File: config.mk
export PLATFORM = sky130hd
export DESIGN_NAME = mux4_rr_arbiter_flat
export DESIGN_NICKNAME = d
export VERILOG_FILES = /design/src/rtl/mux4_rr_arbiter_pkg.sv /design/src/rtl/mux4_rr_arbiter_if.sv /design/src/rtl/mux4_rr_arbiter_pick.sv /design/src/rtl/mux4_rr_arbiter.sv /design/src/flat_wrapper.sv
export SDC_FILE = /design/constraint.sdc
export NUM_CORES = 1
export LEC_CHECK = 0
export BUFFER_PORTS_ARGS = -buffer_cell sky130_fd_sc_hd__buf_2
export CAP_MARGIN = 10
export CORE_MARGIN = 2
export CORE_UTILIZATION = 29
export CTS_BUF_LIST = sky130_fd_sc_hd__clkbuf_4 sky130_fd_sc_hd__clkbuf_8
export CTS_CLUSTER_SIZE = 24
export DETAILED_ROUTE_END_ITERATION = 10
export GPL_TIMING_DRIVEN = 0
export PLACE_DENSITY = 0.45
export SLEW_MARGIN = 20
export SYNTH_ARGS = -nofsm -noshare
export SYNTH_HDL_FRONTEND = slang
export SYNTH_HIERARCHICAL = 1
export SYNTH_SLANG_ARGS = --single-unit
File: constraint.sdc
create_clock -name clk -period 2.71 [get_ports clk]
set_clock_uncertainty 0.2 [all_clocks]
set_input_delay 0.4065 -clock clk [delete_from_list [all_inputs] [get_ports clk]]
set_output_delay 0.4065 -clock clk [all_outputs]
set_load 0.05 [all_outputs]
File: src/rtl/mux4_rr_arbiter_pkg.sv
// Shared types and constants for the 4-way round-robin arbiter.
package mux4_arb_pkg;

    localparam int NUM_REQ = 4;
    localparam int SEL_W   = 2;

    typedef enum logic {
        IDLE = 1'b0,
        BUSY = 1'b1
    } state_t;

    // Convert a requester index into its one-hot grant vector.
    function automatic logic [NUM_REQ-1:0] idx2onehot(input logic [SEL_W-1:0] idx);
        logic [NUM_REQ-1:0] v;
        v      = '0;
        v[idx] = 1'b1;
        return v;
    endfunction

endpackage

File: src/rtl/mux4_rr_arbiter_if.sv
// Requester/resource handshake bundle between the arbiter and its users.
interface mux4_rr_arbiter_if;

    logic [mux4_arb_pkg::NUM_REQ-1:0] req;
    logic                             done;
    logic [mux4_arb_pkg::NUM_REQ-1:0] gnt;
    logic [mux4_arb_pkg::SEL_W-1:0]   sel;
    logic                             busy;
    logic                             timeout_err;

    // Requesters and the shared resource drive req/done and observe the grant.
    modport master (
        output req, done,
        input  gnt, sel, busy, timeout_err
    );

    // The arbiter consumes req/done and produces the grant.
    modport slave (
        input  req, done,
        output gnt, sel, busy, timeout_err
    );

endinterface

File: src/rtl/mux4_rr_arbiter_pick.sv
// Rotating priority picker: first set req bit at or after ptr, wrapping.
module rr_priority_pick
    import mux4_arb_pkg::*;
(
    input  logic [NUM_REQ-1:0] req,
    input  logic [SEL_W-1:0]   ptr,
    output logic               any_valid,
    output logic [SEL_W-1:0]   winner
);

    logic [NUM_REQ-1:0][SEL_W-1:0] cand;
    logic [NUM_REQ-1:0]            hit;

    // cand[gi] is the index examined at search offset gi from the pointer.
    generate
        for (genvar gi = 0; gi < NUM_REQ; gi++) begin : g_rot
            assign cand[gi] = ptr + SEL_W'(gi);
            assign hit[gi]  = req[cand[gi]];
        end
    endgenerate

    // Lowest search offset with a pending request wins.
    always_comb begin
        any_valid = |hit;
        winner    = ptr;
        for (int i = NUM_REQ - 1; i >= 0; i--) begin
            if (hit[i]) begin
                winner = cand[i];
            end
        end
    end

endmodule

File: src/rtl/mux4_rr_arbiter.sv
// Round-robin arbiter holding each grant for a whole transaction, with
// release on done, requester abort or watchdog expiry.
module mux4_rr_arbiter
    import mux4_arb_pkg::*;
#(
    parameter int TIMEOUT = 16
)(
    input  logic             clk,
    input  logic             rst,
    mux4_rr_arbiter_if.slave bus
);

    localparam int CNT_W = (TIMEOUT > 0) ? $clog2(TIMEOUT + 1) : 1;
    localparam logic [CNT_W-1:0] WD_LAST = CNT_W'((TIMEOUT > 0) ? TIMEOUT - 1 : 0);

    state_t             state_reg, state_next;
    logic [NUM_REQ-1:0] gnt_reg,   gnt_next;
    logic [SEL_W-1:0]   sel_reg,   sel_next;
    logic [SEL_W-1:0]   ptr_reg,   ptr_next;
    logic [CNT_W-1:0]   cnt_reg,   cnt_next;
    logic               terr_reg,  terr_next;

    logic [NUM_REQ-1:0] pick_req;
    logic [SEL_W-1:0]   pick_ptr;
    logic               pick_any;
    logic [SEL_W-1:0]   pick_winner;
    logic               wd_hit;
    logic               release_now;

    // One picker serves both paths: in IDLE it searches from ptr; in BUSY it
    // searches from sel+1 with the releasing requester masked off.
    assign pick_req = (state_reg == BUSY) ? (bus.req & ~gnt_reg) : bus.req;
    assign pick_ptr = (state_reg == BUSY) ? (sel_reg + SEL_W'(1)) : ptr_reg;

    rr_priority_pick u_pick (
        .req       (pick_req),
        .ptr       (pick_ptr),
        .any_valid (pick_any),
        .winner    (pick_winner)
    );

    assign wd_hit      = (TIMEOUT > 0) && (cnt_reg == WD_LAST);
    assign release_now = bus.done || !bus.req[sel_reg] || wd_hit;

    // Next-state and grant logic.
    always_comb begin
        state_next = state_reg;
        gnt_next   = gnt_reg;
        sel_next   = sel_reg;
        ptr_next   = ptr_reg;
        cnt_next   = cnt_reg;
        terr_next  = 1'b0;
        case (state_reg)
            IDLE: begin
                if (pick_any) begin
                    state_next = BUSY;
                    gnt_next   = idx2onehot(pick_winner);
                    sel_next   = pick_winner;
                    cnt_next   = '0;
                end
            end
            BUSY: begin
                if (release_now) begin
                    ptr_next  = sel_reg + SEL_W'(1);
                    cnt_next  = '0;
                    // Only a pure watchdog expiry is flagged; done or abort wins.
                    terr_next = wd_hit && !bus.done && bus.req[sel_reg];
                    if (pick_any) begin
                        gnt_next = idx2onehot(pick_winner);
                        sel_next = pick_winner;
                    end else begin
                        state_next = IDLE;
                        gnt_next   = '0;
                    end
                end else if (TIMEOUT > 0) begin
                    cnt_next = cnt_reg + CNT_W'(1);
                end
            end
            default: begin
                state_next = IDLE;
                gnt_next   = '0;
            end
        endcase
    end

    // State registers with synchronous reset.
    always_ff @(posedge clk) begin
        if (rst) begin
            state_reg <= IDLE;
            gnt_reg   <= '0;
            sel_reg   <= '0;
            ptr_reg   <= '0;
            cnt_reg   <= '0;
            terr_reg  <= 1'b0;
        end else begin
            state_reg <= state_next;
            gnt_reg   <= gnt_next;
            sel_reg   <= sel_next;
            ptr_reg   <= ptr_next;
            cnt_reg   <= cnt_next;
            terr_reg  <= terr_next;
        end
    end

    assign bus.gnt         = gnt_reg;
    assign bus.sel         = sel_reg;
    assign bus.busy        = (state_reg == BUSY);
    assign bus.timeout_err = terr_reg;

endmodule

File: src/flat_wrapper.sv
// flat-port wrapper written by rule: the top's interface ports become plain ports
module mux4_rr_arbiter_flat import mux4_arb_pkg::*;
#(
    parameter int TIMEOUT = 16
)
  (clk, rst, bus_req, bus_done, bus_gnt, bus_sel, bus_busy, bus_timeout_err);
  mux4_rr_arbiter_if bus_i ();
  input  logic clk;
  input  logic rst;
  input wire logic [$bits(bus_i.req)-1:0] bus_req;
  input wire logic [$bits(bus_i.done)-1:0] bus_done;
  output wire logic [$bits(bus_i.gnt)-1:0] bus_gnt;
  output wire logic [$bits(bus_i.sel)-1:0] bus_sel;
  output wire logic [$bits(bus_i.busy)-1:0] bus_busy;
  output wire logic [$bits(bus_i.timeout_err)-1:0] bus_timeout_err;
  assign bus_i.req = bus_req;
  assign bus_i.done = bus_done;
  assign bus_gnt = bus_i.gnt;
  assign bus_sel = bus_i.sel;
  assign bus_busy = bus_i.busy;
  assign bus_timeout_err = bus_i.timeout_err;
  mux4_rr_arbiter #(.TIMEOUT(TIMEOUT)) u_core (.clk(clk), .rst(rst), .bus(bus_i));
endmodule
After elaboration in Yosys (flattened, before gate mapping)

Index checks and enable logic that the tools add are counted.

Add/sub/neg operators: 5
Magnitude comparators: 7
Equal/unequal tests: 3
Multiplexer cells: 31
Bitwise gates (word level): 4
Reduce and logical (&&, ||, !) cells: 11

Operators by type and width:

| kind                  | count |
|---|---|
| $lt A2 B3 Y1 const B  | 6 |
| $mux W4               | 4 |
| $mux W2               | 7 |
| $bmux W1 S2           | 5 |
| $mux W5               | 2 |
| $pmux W5 S2           | 1 |
| $mux W1               | 8 |
| $pmux W4 S2           | 1 |
| $add A5 B1 Y5 const B | 1 |
| $eq A5 B4 Y1 const B  | 1 |
| $add A2 B1 Y2 const B | 2 |
| $add A2 B2 Y2 const B | 2 |
| $and A4 B4 Y4         | 1 |
| $not A4 Y4            | 1 |
| $pmux W2 S2           | 1 |
| $reduce_and A2 Y1     | 2 |
| $reduce_or A4 Y1      | 1 |
| $logic_and A1 B1 Y1   | 3 |
| $reduce_or A3 Y1      | 1 |
| $demux W1 S2          | 1 |
| $ge A2 B1 Y1 const B  | 1 |
| $logic_not A1 Y1      | 2 |
| $logic_or A1 B1 Y1    | 2 |
| $ne A2 B1 Y1 const B  | 1 |
| 3 further kinds       | 4 |

Register bits: 15
Input bits: 7
Output and inout bits: 8
Word-level logic and storage cells: 67

Longest topological paths before layout

Gate-level depths: netlist (run 1).

Word-level depth: 16
Gate-level depth with buffers: 8
Gate-level depth less buffers: 7

Cells and area by module

Netlist (run 1), hierarchy kept.

By module, submodules not included:

| module           | instances | cells each | area each (um^2) | seq. area each (um^2) |
|---|---|---|---|---|
| mux4_rr_arbiter  | 1         | 80         | 758.2            | 300.3 |
| rr_priority_pick | 1         | 16         | 100.1            | 0.0 |

Worst setup path before layout (run 1)

OpenSTA, ideal clock, no wires.

Path kind: register to register
From: register u_core.state_reg (netlist: u_core/bus.busy)
To: register u_core.gnt_reg[2] (netlist: u_core/bus.gnt[2])
Setup time: 0.060 ns
Data arrival time: 2.373 ns
Required time: 2.450 ns
Slack: 0.077 ns
Cell stages (with the launch flop): 8
Path buffers: 1
Clock period less this slack: 2.633 ns
Cell sequence: dfxtp_1 > clkbuf_1 > a21boi_0 > and2b_2 > or4_1 > nand2_1 > nor3b_1 > a22o_1

Elaborated cells on any way between the ends: 31
Classes of those cells: add/sub: 3; order compare: 2; eq/ne: 2; mux: 20; bitwise: 1; reduce/logical: 3

RTL lines:

| item                                                                      | line                       | text |
|---|---|---|
| from (decl)                                                               | mux4_rr_arbiter.sv:16      | `state_t state_reg, state_next;` |
| from (signal assigned)                                                    | mux4_rr_arbiter.sv:96      | `state_reg <= state_next;` |
| $mux W4 *                                                                 | mux4_rr_arbiter.sv:32      | `assign pick_req = (state_reg == BUSY) ? (bus.req & ~gnt_reg) : bus.req;` |
| named net u_core.pick_req[0]                                              | mux4_rr_arbiter.sv:23      | `logic [NUM_REQ-1:0] pick_req;` |
| $bmux W1 S2                                                               | mux4_rr_arbiter_pick.sv:18 | `assign hit[gi] = req[cand[gi]];` |
| $mux W1 (not written as such)                                             | mux4_rr_arbiter_pick.sv:18 |  |
| $mux W2 (3 in a row)                                                      | mux4_rr_arbiter_pick.sv:27 | `if (hit[i]) begin` |
| $mux W2 *                                                                 | mux4_rr_arbiter_pick.sv:27 |  |
| named net u_core.pick_winner[1]                                           | mux4_rr_arbiter.sv:26      | `logic [SEL_W-1:0] pick_winner;` |
| $lt A2 B3 Y1 (not written as such) / $ge A2 B1 Y1 (equally long branches) | mux4_rr_arbiter_pkg.sv:16  | `v[idx] = 1'b1;` |
| $logic_and A1 B1 Y1 (not written as such)                                 | mux4_rr_arbiter_pkg.sv:16  |  |
| $mux W1 (not written as such)                                             | mux4_rr_arbiter_pkg.sv:16  |  |
| $demux W1 S2 *                                                            | -                          |  |
| $mux W4                                                                   | mux4_rr_arbiter.sv:68      | `if (pick_any) begin` |
| $mux W4                                                                   | mux4_rr_arbiter.sv:63      | `if (release_now) begin` |
| $pmux W4 S2 *                                                             | mux4_rr_arbiter.sv:53      | `case (state_reg)` |
| to (signal assigned)                                                      | mux4_rr_arbiter.sv:97      | `gnt_reg <= gnt_next;` |
| to (decl)                                                                 | mux4_rr_arbiter.sv:17      | `logic [NUM_REQ-1:0] gnt_reg, gnt_next;` |

The timed path passes the listed nets; every way through them passes the cells marked *. The select of a mux whose other input is x is not followed.
A chain may end at the register's enable or synchronous reset.

Final worst setup path (run 1)

From: register u_core.state_reg (netlist: u_core/bus.busy)
To: register u_core.gnt_reg[2] (netlist: u_core/bus.gnt[2])

Word-level cells in the longest chain between the ends: 15
Elaborated cells on any way between the ends: 31
Classes of those cells: add/sub: 3; order compare: 2; eq/ne: 2; mux: 20; bitwise: 1; reduce/logical: 3

Ends and longest elaborated chain:

| item                                                                      | line                       | text |
|---|---|---|
| $mux W2 *                                                                 | mux4_rr_arbiter.sv:33      | `assign pick_ptr = (state_reg == BUSY) ? (sel_reg + SEL_W'(1)) : ptr_reg;` |
| named net u_core.pick_ptr[0]                                              | mux4_rr_arbiter.sv:24      | `logic [SEL_W-1:0] pick_ptr;` |
| $add A2 B2 Y2                                                             | mux4_rr_arbiter_pick.sv:17 | `assign cand[gi] = ptr + SEL_W'(gi);` |
| $bmux W1 S2                                                               | mux4_rr_arbiter_pick.sv:18 |  |
| $mux W1 (not written as such)                                             | mux4_rr_arbiter_pick.sv:18 |  |
| $mux W2 (3 in a row)                                                      | mux4_rr_arbiter_pick.sv:27 |  |
| $mux W2 *                                                                 | mux4_rr_arbiter_pick.sv:27 |  |
| named net u_core.pick_winner[1]                                           | mux4_rr_arbiter.sv:26      |  |
| $lt A2 B3 Y1 (not written as such) / $ge A2 B1 Y1 (equally long branches) | mux4_rr_arbiter_pkg.sv:16  |  |
| $logic_and A1 B1 Y1 (not written as such)                                 | mux4_rr_arbiter_pkg.sv:16  |  |
| $mux W1 (not written as such)                                             | mux4_rr_arbiter_pkg.sv:16  |  |
| $demux W1 S2 *                                                            | -                          |  |
| $mux W4                                                                   | mux4_rr_arbiter.sv:68      |  |
| $mux W4                                                                   | mux4_rr_arbiter.sv:63      |  |
| $pmux W4 S2 *                                                             | mux4_rr_arbiter.sv:53      |  |

Marks and branches as above.

==> impl_metrics.toml, run 1 <==
[run_status]
status = "finished clean"

[final_layout]
largest_register_ffs = 5
multi_input_area_um2 = 531
area_growth_pct = 16.3
fillers = 300
drive_above_1_share_pct = 26.3
diodes = 0
seq_area_um2 = 300
nets = 124

[grt]
grt.overflow.total = 0
grt_max_degree = 11
grt_pass1_vias = 697
grt_pass1_wl_um = 3180
antenna_found_initial = 0
grt_usage_pct = 12.5

[logic_synthesis]
synthAdderAreaFrac_pct = 2.92
synth_fp_nets = 105
postSynth.asyncResetShare_pct = 0
synth_xor_area_share_pct = 1.02
synth_top_family_by_area = "simple AND/OR/NAND/NOR gates"
ys.flop_type = "dfxtp_1"
synth_top_cell_by_area = "dfxtp_1"
synth.top_cell.area_share_pct = 35.0
synth.avg_cell_area_um2 = 8.94
synth.distinct_cells = 40
synth-simple-area-share_pct = 26.5
netlist_instances = 96
synth_compound_area_share_pct = 25.8
ys_ff_latch = 15
synth-edff-count = 0
syn_area_um2 = 858
ys_top_cells_by_area = "dfxtp_1 (35%), nor2_1 (6.1%), a22o_1 (4.1%)"
yosysWarnings = 6
ys_seq_area_share_pct = 35.0
muxShareOfSynthArea_pct = 5.54

[die]
core_area_um2 = 2780
dieHeight_um = 58.4
die_w_um = 58.4
die_area_um2 = 3410
num_io_pins = 15
start_util_pct = 30.9
fp-row-count = 19

[power]
powerDensity_nw_per_um2 = 626
max-vdd-ir-drop_mv = 0.434
p_leak_nw = 0.408

[critical_path]
slowest_stage = "or4_1"
crit_path_cell_trace = "clkbuf_2 > nor2_1 > a21oi_1 > and2b_2 > or4_1 > nand2_1 > nor3b_1 > a22o_1"
crit_fanout = 10
worstPathArrival_ns = 2.53
path_delay_family = "simple AND/OR/NAND/NOR gates"
worstSetupStartpointType = "flop"
critical_path.max_stage_delay_ns = 0.49
path_class = "reg -> reg"
cp-end-kind = "flop"
path_buf_inv = 1
cp.required_ns = 2.76

[place]
post-dp-hpwl_um = 1450
place_ws_ns = 0.0235
port_buffers = 14
gp_congestion = 0.768

[detailed_routing]
drcViolationCount = 0
drt-initial-drc-count = 31
ant_nets = 0
drt-vias-per-instance = 5.19
drt_wl_total_um = 1870
dr.pass1.iters = 4
wl_per_cell_um = 12.9
vias = 753

[cts]
cts-resized-gates = 0
clk_latency_ns = 0.29
cts.path.max_buffers = 2
cts_setup_buffers = 0
cts_buffers = 3
tritoncts = "yes"
cts-root-buf = "clkbuf_4"
cts_hold_buf = 0
clock_sinks = 15
clk_pin_slew_ns = 0.11
h-tree-depth = 1

[timing]
finalHoldViolCount = 0
setup-violations-final = 0
fmax_mhz = 404
hold_slack_ns = 0.222
rsz0062_at_grt = "no"
tns_ns = 0
fin_crit_ns = 2.48
slew_violations = 0
relSlewSlack_pct = 67.2
timing.final.crit_share_pct = 91.4
tightest_slew_ns = 0.492
setup_ws_ns = 0.232

[hold_path]
hold_class = "in -> reg"

[run]
maxCapViolCount = 0
through the flow:
stage	total power, mW	area, µm²	cells	util (%)
5_1_grt	0.666	998	145	35.9
2_1_floorplan	0.440	858	96	-
3_3_place_gp	0.489	967	141	34.8
4_1_cts	0.631	997	145	35.9
3_5_place_dp	0.490	967	141	34.8
6_report	0.625	998	145	35.9
final timing paths:
kind | startpoint | slack (ns) | endpoint | cells after the start
setup / recovery | u_core/bus.busy$_SDFF_PP0_ | 0.23 | u_core/bus.gnt[2]$_SDFFE_PP0P_ | 8
hold / removal | bus_done | 0.22 | u_core/bus.timeout_err$_SDFF_PP0_ | 3
setup reg to reg | u_core/bus.busy$_SDFF_PP0_ | 0.23 | u_core/bus.gnt[2]$_SDFFE_PP0P_ | 8
hold reg to reg | u_core/cnt_reg[4]$_SDFFE_PP0P_ | 0.26 | u_core/cnt_reg[4]$_SDFFE_PP0P_ | 2
worst register-to-register path, cell delays in order, from the launching register on:
cell and delay, ns:
dfxtp_1 0.39, clkbuf_2 0.24, nor2_1 0.06, a21oi_1 0.18, and2b_2 0.23, or4_1 0.49, nand2_1 0.12, nor3b_1 0.35
a22o_1 0.18
report_power, final:
group          switching, mW  internal (mW)
combinational          0.145         0.0800
sequential            0.0186          0.242
clock                 0.0838         0.0562
cells by family (layout without fill, tap and decap cells):
| kind of cell | after synthesis | in the layout |
|---|---|---|
| AO/OA/AOI/OAI | 27 | 27 |
| XOR/XNOR | 1 | 1 |
| adder cells (fa/ha/maj) | 2 | 2 |
| buffers and inverters | 7 | 25 |
| flip-flops | 15 | 15 |
| multiplexers | 4 | 4 |
| AND/OR/NAND/NOR | 40 | 40 |
cells in the mapped netlist (all sizes together), types with 3 or more instances:
| cell | count |
|---|---|
| nor2 | 14 |
| a21boi | 4 |
| a21oi | 4 |
| nand2 | 6 |
| and2b | 3 |
| dfxtp | 15 |
| mux2i | 4 |
| a22o | 4 |
| inv | 4 |
cell type report:
cell class	count	share of cell area (%)
well taps	31	3.88
plain buffers	3	1.38
flip-flops and latches	15	30.1
clock buffers	3	2.26
clock inverters	1	0.752
inverters	4	1.50
multi-input cells	74	53.1
repair buffers	14	7.02
layout by cell type, fill, tap and decap left out, types with 3 or more instances in the layout:
| master | count |
|---|---|
| a21oi_1 | 4 |
| dfxtp_1 | 15 |
| buf_2 | 15 |
| a21boi_0 | 3 |
| inv_1 | 4 |
| nor2_1 | 14 |
| nand2_1 | 6 |
| clkbuf_4 | 3 |
| a22o_1 | 4 |
per-layer routing:
layer  track usage, %  wire, µm  vias up
met4             3.99        14        0
met5                0         0        -
met1             16.5       929      346
met3             4.62        93        2
li1                 -         -      389
met2             18.9       836       16
Note: power is estimated with default switching activity, not from simulation.
==> run 2: changes to the inputs <==
CORE_ASPECT_RATIO = 0.7   (was not set)
clock period = 2.97 ns   (was 2.71 ns; I/O delays follow)
==> impl_metrics.toml, run 2 (synthesized netlist as in run 1, its figures left out) <==
[cts]
tritoncts = "yes"
cts-resized-gates = 0
h-tree-depth = 1
clk_pin_slew_ns = 0.06
clock_sinks = 15
cts-root-buf = "clkbuf_8"
cts.path.max_buffers = 2
cts_hold_buf = 0
cts_setup_buffers = 0
clk_latency_ns = 0.25
cts_buffers = 3

[die]
die_w_um = 69.0
fp-row-count = 16
start_util_pct = 30.6
dieHeight_um = 49.5
die_area_um2 = 3420
num_io_pins = 15
core_area_um2 = 2800

[timing]
relSlewSlack_pct = 60.9
tightest_slew_ns = 0.581
setup-violations-final = 0
setup_ws_ns = 0.259
fmax_mhz = 369
fin_crit_ns = 2.71
tns_ns = 0
slew_violations = 0
timing.final.crit_share_pct = 91.3
finalHoldViolCount = 0
rsz0062_at_grt = "no"

[detailed_routing]
drcViolationCount = 0
dr.pass1.iters = 4
vias = 773
drt-initial-drc-count = 41
drt-vias-per-instance = 5.15
drt_wl_total_um = 1960
wl_per_cell_um = 13.0
ant_nets = 0

[hold_path]
hold_class = "reg -> reg"

[final_layout]
drive_above_1_share_pct = 25.4
largest_register_ffs = 5
nets = 124
final_cell_mix = "buf_2 (15), dfxtp_1 (15), nor2_1 (14), nand2_1 (6)"
area_growth_pct = 18.8
diodes = 0

[power]
p_leak_nw = 0.416
cell_internal_pwr_uw = 386
p_switching_uw = 223
seqPwrFrac_pct = 39.1
clkPwrFrac_pct = 27.0
comb_power_share_pct = 33.8
powerDensity_nw_per_um2 = 598
swShare_pct = 36.6
max-vdd-ir-drop_mv = 0.362

[critical_path]
worstSetupStartpointType = "flop"
slowest_stage = "a21boi_0"
critical_path.max_stage_delay_ns = 0.53
worstPathArrival_ns = 2.70
crit_fanout = 10
path_class = "reg -> reg"
cp-end-kind = "flop"
cp.required_ns = 2.96
crit_path_cell_trace = "clkbuf_1 > a21boi_0 > and3b_1 > or4_1 > nand2_1 > nor3b_1 > a22o_1"

[place]
place_ws_ns = 0.277
gp_congestion = 0.702
post-dp-hpwl_um = 1540
port_buffers = 14

[grt]
grt_usage_pct = 12.5
grt_max_degree = 11
grt_pass1_vias = 713
grt_pass1_wl_um = 3380
met2_usage_pct = 17.3
grt_use_met3_pct = 5.11
top_usage_layer = "met1"
grt.overflow.total = 0
antenna_found_initial = 0
use_met1_pct = 17.9

[run_status]
status = "finished clean"

[run]
maxCapViolCount = 0
==> run 2: final cells by class <==
class | instances | area [µm²]
buffer | 3 | 12.5
timing repair buffer | 14 | 70.1
fill | 305 | 1780
inverter | 4 | 15.0
tap | 36 | 45.0
clock buffer | 3 | 41.3
multi-input combinational | 74 | 531
clock inverter | 1 | 5.00
sequential | 15 | 300
==> run 2: power groups by stage <==
stage	Clock, mW	Combinational, mW	Sequential [mW]
global route	0.183	0.223	0.242
floorplan	0	0.112	0.290
detailed placement	0	0.206	0.243
global placement	0	0.205	0.243
CTS	0.173	0.207	0.239
finish	0.165	0.206	0.239
==> run 2: routing by layer <==
| layer | share of wire (%) | wire, µm |
|---|---|---|
| met1 | 53 | 1030 |
| met2 | 39 | 770 |
| met3 | 7.3 | 143 |
| met4 | 0.66 | 13 |
| met5 | 0 | 0 |
==> run 2: path summary, 6_finish.rpt <==
check | start | end | slack [ns] | depth (start not counted)
setup / recovery | u_core/bus.busy$_SDFF_PP0_ | u_core/bus.gnt[3]$_SDFFE_PP0P_ | 0.26 | 7
hold / removal | u_core/cnt_reg[4]$_SDFFE_PP0P_ | u_core/cnt_reg[4]$_SDFFE_PP0P_ | 0.26 | 2
setup reg to reg | u_core/bus.busy$_SDFF_PP0_ | u_core/bus.gnt[3]$_SDFFE_PP0P_ | 0.26 | 7
hold reg to reg | u_core/cnt_reg[4]$_SDFFE_PP0P_ | u_core/cnt_reg[4]$_SDFFE_PP0P_ | 0.26 | 2
==> run 2: through the flow <==
| step | hold WS, ns | cell area, µm² | std cells | util, % | power, mW |
|---|---|---|---|---|---|
| 2_1_floorplan | 0.236 | 858 | 96 | - | 0.402 |
| 3_3_place_gp | 0.245 | 973 | 146 | 34.7 | 0.447 |
| 3_5_place_dp | 0.259 | 973 | 146 | 34.7 | 0.449 |
| 4_1_cts | 0.268 | 1020 | 150 | 36.4 | 0.618 |
| 5_1_grt | 0.315 | 1020 | 150 | 36.4 | 0.648 |
| 6_report | 0.263 | 1020 | 150 | 36.4 | 0.609 |
==> run 2: critical path, delay by kind of cell, from the launching register on <==
family                 cells  cell delay (ns)
and+or+nand+nor            4             1.19
AOI/OAI and AO/OA          2             0.71
DFF                        1             0.34
buffers and inverters      1             0.21
